`config.mk`:
```
export PLATFORM = sky130hd
export DESIGN_NAME = mem_wb_stage
export DESIGN_NICKNAME = d
export VERILOG_FILES = /design/src/rtl/mem_wb_stage.sv
export SDC_FILE = /design/constraint.sdc
export NUM_CORES = 1
export LEC_CHECK = 0
export CORE_MARGIN = 4
export CORE_UTILIZATION = 35
export DETAILED_ROUTE_END_ITERATION = 10
export PLACE_DENSITY = 0.78
export SLEW_MARGIN = 30
export SYNTH_ARGS = -nofsm -noshare
export SYNTH_HDL_FRONTEND = slang
export SYNTH_SLANG_ARGS = --single-unit
```
`constraint.sdc`:
```
create_clock -name clk -period 1.46 [get_ports clk]
set_clock_uncertainty 0.1 [all_clocks]
set_input_delay 0.365 -clock clk [delete_from_list [all_inputs] [get_ports clk]]
set_output_delay 0.365 -clock clk [all_outputs]
set_load 0.03 [all_outputs]
```
`src/rtl/mem_wb_stage.sv`:
```
// mem_wb_stage: consumer end of the EX/MEM register.
// Resolves taken branches combinationally, runs loads/stores over a req/ack
// data-memory handshake (stalling upstream while the access is outstanding,
// aborting after TIMEOUT request cycles), and holds the MEM/WB register that
// feeds register-file writeback.
module mem_wb_stage #(
  parameter int DATA_W  = 32,
  parameter int RF_AW   = 5,
  parameter int TIMEOUT = 16
) (
  input  logic              clk,
  input  logic              reset,
  input  logic              mem_valid_in,
  input  logic              mem_memtoreg_in,
  input  logic              mem_regwrite_in,
  input  logic              mem_memread_in,
  input  logic              mem_memwrite_in,
  input  logic              mem_branch_in,
  input  logic              mem_zero_in,
  input  logic [DATA_W-1:0] mem_add_in,
  input  logic [DATA_W-1:0] mem_alures_in,
  input  logic [DATA_W-1:0] mem_rd2_in,
  input  logic [RF_AW-1:0]  mem_rd_in,
  output logic              dm_req,
  output logic              dm_we,
  output logic [DATA_W-1:0] dm_addr,
  output logic [DATA_W-1:0] dm_wdata,
  input  logic [DATA_W-1:0] dm_rdata,
  input  logic              dm_ack,
  output logic              stall,
  output logic              pc_src,
  output logic [DATA_W-1:0] pc_target,
  output logic              wb_valid,
  output logic              wb_regwrite,
  output logic [RF_AW-1:0]  wb_rd,
  output logic [DATA_W-1:0] wb_data,
  output logic              err
);

  // Counter must reach TIMEOUT-1; at least one bit even for TIMEOUT==2.
  localparam int CNT_W = (TIMEOUT <= 2) ? 1 : $clog2(TIMEOUT);

  typedef enum logic {S_IDLE, S_REQ} state_t;

  state_t              r_state;
  logic [CNT_W-1:0]    r_cnt;
  logic                r_dm_req;
  logic                r_dm_we;
  logic [DATA_W-1:0]   r_dm_addr;
  logic [DATA_W-1:0]   r_dm_wdata;
  logic                r_err;
  logic                r_wb_valid;
  logic                r_wb_regwrite;
  logic [RF_AW-1:0]    r_wb_rd;
  logic [DATA_W-1:0]   r_wb_data;

  logic                w_memop;
  logic                w_in_req;
  logic                w_cnt_last;
  logic                w_abort;
  logic                w_stall;
  logic                w_sel_load;

  // Handshake decode: an access finishes on ack, or aborts on the last counted cycle without ack.
  always_comb begin
    w_memop    = mem_valid_in & (mem_memread_in | mem_memwrite_in);
    w_in_req   = (r_state == S_REQ);
    w_cnt_last = (r_cnt == CNT_W'(TIMEOUT - 1));
    w_abort    = w_in_req & ~dm_ack & w_cnt_last;
    w_stall    = w_memop & ~(w_in_req & (dm_ack | w_cnt_last));
    // A store always wins over a simultaneous load flag, so only pure loads return memory data.
    w_sel_load = mem_memread_in & ~mem_memwrite_in & mem_memtoreg_in;
  end

  // Memory-access FSM with registered request outputs and sticky timeout flag.
  always_ff @(posedge clk) begin
    if (reset) begin
      r_state    <= S_IDLE;
      r_cnt      <= '0;
      r_dm_req   <= 1'b0;
      r_dm_we    <= 1'b0;
      r_dm_addr  <= '0;
      r_dm_wdata <= '0;
      r_err      <= 1'b0;
    end else begin
      case (r_state)
        S_IDLE: begin
          if (w_memop) begin
            r_state    <= S_REQ;
            r_cnt      <= '0;
            r_dm_req   <= 1'b1;
            r_dm_we    <= mem_memwrite_in;
            r_dm_addr  <= mem_alures_in;
            r_dm_wdata <= mem_rd2_in;
          end
        end
        S_REQ: begin
          if (dm_ack) begin
            r_state  <= S_IDLE;
            r_dm_req <= 1'b0;
          end else if (w_cnt_last) begin
            r_state  <= S_IDLE;
            r_dm_req <= 1'b0;
            r_err    <= 1'b1;
          end else begin
            r_cnt <= r_cnt + CNT_W'(1);
          end
        end
        default: begin
          r_state  <= S_IDLE;
          r_dm_req <= 1'b0;
        end
      endcase
    end
  end

  // MEM/WB register: bubble while stalled, otherwise retire the EX/MEM entry (killed on abort).
  always_ff @(posedge clk) begin
    if (reset) begin
      r_wb_valid    <= 1'b0;
      r_wb_regwrite <= 1'b0;
      r_wb_rd       <= '0;
      r_wb_data     <= '0;
    end else if (w_stall) begin
      r_wb_valid    <= 1'b0;
      r_wb_regwrite <= 1'b0;
    end else begin
      r_wb_valid    <= mem_valid_in & ~w_abort;
      r_wb_regwrite <= mem_valid_in & mem_regwrite_in & (mem_rd_in != '0) & ~w_abort;
      r_wb_rd       <= mem_rd_in;
      r_wb_data     <= w_sel_load ? dm_rdata : mem_alures_in;
    end
  end

  assign dm_req      = r_dm_req;
  assign dm_we       = r_dm_we;
  assign dm_addr     = r_dm_addr;
  assign dm_wdata    = r_dm_wdata;
  assign err         = r_err;
  assign stall       = w_stall;
  assign pc_src      = mem_valid_in & mem_branch_in & mem_zero_in;
  assign pc_target   = mem_add_in;
  assign wb_valid    = r_wb_valid;
  assign wb_regwrite = r_wb_regwrite;
  assign wb_rd       = r_wb_rd;
  assign wb_data     = r_wb_data;

endmodule

```
==> metrics <==
Post-Syn Instances 547; # diodes 0; metal2 WL 8.45 mm; Hold Vio Cnt, Final 0; Post-synth EDFFs 0; Post-Synthesis Net Count 691; vias in the first global route 5082; Placed Area 6990 um2; Setup WS post-layout -377 ps; failing checks negative setup slack; status finished, violations left; synth-to-layout area growth 62.5%; HPWL Detailed 11.3 mm; H-tree levels 3; number of synthesized register bits 111; met3 WL 1.26 mm; fin area 7920 um2; kind of critical path input pin to output pin; Cell variety after synth 35; worst skew pair latency 350 ps; Tmin final 1840 ps; Hold WC Path Type input pin to flip-flop; VDD IR max 0.000729 V; Fillers 1134; Worst Hold End r_cnt[2]$_SDFFE_PP0P_; Util after Layout 58.9%; Max Slew Vio Count 0; fin crit share 126%; hold_ws 279 ps; Vias/cell 5.40; maximum clock path buffer count 2; Startpoint Class input pin; GRT Total Usage 19.5%; clk slew on worst S/H paths 70 ps; Worst Hold Depth 3; Initial Utilization 36.2%; Reg-to-Reg End wb_rd[4]$_SDFFE_PP0N_; # setup viols final 45; total power 8.04 mW; initial antenna violation count 0; Hold Buf Count CTS 0; worst relative slew slack 74.3%; total congestion overflow 0; DR iter-0 viols 300; nets 897; Max Cap Viol 0; Die Area 15900 um2; worst flop-to-flop path startpoint r_cnt[0]$_SDFFE_PP0P_; CP Max Fanout 2; Worst Hold Launch reset; R2R depth 10; most frequent cells in the layout buf_4 (127), dfxtp_1 (108), clkdlybuf4s50_1 (104); DR DRC count 0; Tightest Pin Transition 385 ps; Synth Flop Type dfxtp_1; DRT Wirelength 16.9 mm; placer congestion estimate 0.860; antenna-violating nets left 0; layout cells sized above 1 32.1%; max frequency 544 MHz; CP Data Arrival Time 1370 ps; Buffers on Ports 218; Synthesis Warnings 0; commonest non-fill, non-tap cell in the layout buf_4; R2R setup slack -310 ps; Seq/Total Area, Yosys 45.6%; clk root buf clkbuf_16; post-DR wirelength/cell 18.1 um; CORE AREA 13500 um2; first-pass GRT wire length 25.5 mm; asr flop ratio synth 0%; Avg Cell Area, Syn 8.91 um2; M1 wire length 6.84 mm; Pleak 3.37 nW; pwr/cell area 1010 nW/um2; Ports 283; die height 126 um; Via Count 5046; CTS buffer count 9; RSZ-0062 raised after global routing yes; Pre-antenna DRT Iters 5; Req. time, crit path 1000 ps; Crit. End Element output pin; Rows 42; mapped cell area 4870 um2; die width 126 um; largest net degree at the start of global routing 57; top layer in use met4; CTS tree yes; # clock sinks 111
## kinds of logic (layout without fill, tap and decap cells)
logic type	after synthesis	count (layout)	synth area share (%)
DFF	111	111	45.6
muxes	38	38	7.80
AOI/OAI and AO/OA	180	180	22.9
and+or+nand+nor	127	127	12.5
buffers and inverters	90	301	11.0
adders and majority gates	1	1	0.257
## Yosys cell counts (14+ instances only)
| library cell | count | share of area, % |
|---|---|---|
| nand2_1 | 14 | 1.1 |
| nor2_1 | 34 | 2.6 |
| buf_4 | 35 | 5.4 |
| dfxtp_1 | 111 | 46 |
| a21oi_1 | 69 | 7.1 |
| nand3_1 | 67 | 6.9 |
| mux2i_1 | 38 | 7.8 |
| buf_2 | 17 | 1.7 |
| a221oi_1 | 26 | 4.7 |
| clkbuf_1 | 29 | 2.2 |
| o21ai_0 | 67 | 6.9 |
## state kept, by name, summed over array words and instances, names as in the netlist
name	count
dm_addr	32
dm_req	1
dm_wdata	32
dm_we	1
err	1
r_cnt	4
r_state	1
wb_data	32
wb_rd	5
wb_regwrite	1
wb_valid	1
## area by class of cell
type                            instances  area (um2)  share of cell area, %
Inverter                                3        16.3                  0.205
Timing Repair Buffer                  282        2770                   34.9
Clock inverter                          7        96.3                   1.22
Sequential cell                       111        2230                   28.1
Multi-Input combinational cell        346        2370                   29.9
Clock buffer                            9         225                   2.84
Tap cell                              176         220                   2.78
## report_power, final
group | internal [mW] | total [mW] | switching, mW
combinational | 0.955 | 2.06 | 1.11
clock | 1.51 | 2.62 | 1.12
sequential | 3.23 | 3.35 | 0.119
## worst max-delay path by stage
stage	from	endpoint	slack (ps)	depth (start not counted)
floorplan	r_cnt[0]$_SDFFE_PP0P_	stall	-7	4
detailed placement	mem_valid_in	wb_data[5]$_SDFFE_PP0N_	-600	5
global route	r_cnt[0]$_SDFFE_PP0P_	stall	-420	5
CTS	r_cnt[1]$_SDFFE_PP0P_	stall	-410	5
global placement	mem_valid_in	wb_data[5]$_SDFFE_PP0N_	-550	5
finish	dm_ack	stall	-380	5
## worst max-delay path, stage by stage
cell and delay [ps]:
clkdlybuf4s50_1 550, a31oi_4 60, o21ai_4 220, inv_6 40, buf_6 130
## per-stage QoR
stage	worst slack [ps]	instances	setup TNS, ps
after floorplan	-6.80	547	-6.80
after global placement	-553	896	-52030
after detailed placement	-600	896	-54400
after CTS	-409	921	-8750
after global routing	-418	934	-13350
final	-377	934	-11490
## layer usage
layer	vias to the layer above	GRT usage [%]
li1	2361	-
met1	2406	23.0
met2	244	34.1
met3	35	5.42
met4	0	6.31
met5	-	0
## timing repair
item,in CTS,in global routing
setup buffers,7,9
pin swaps,9,20
resized for setup,70,26
cloned,2,5
setup endpoints to repair,115,67
(Power assumes the default switching activity.)
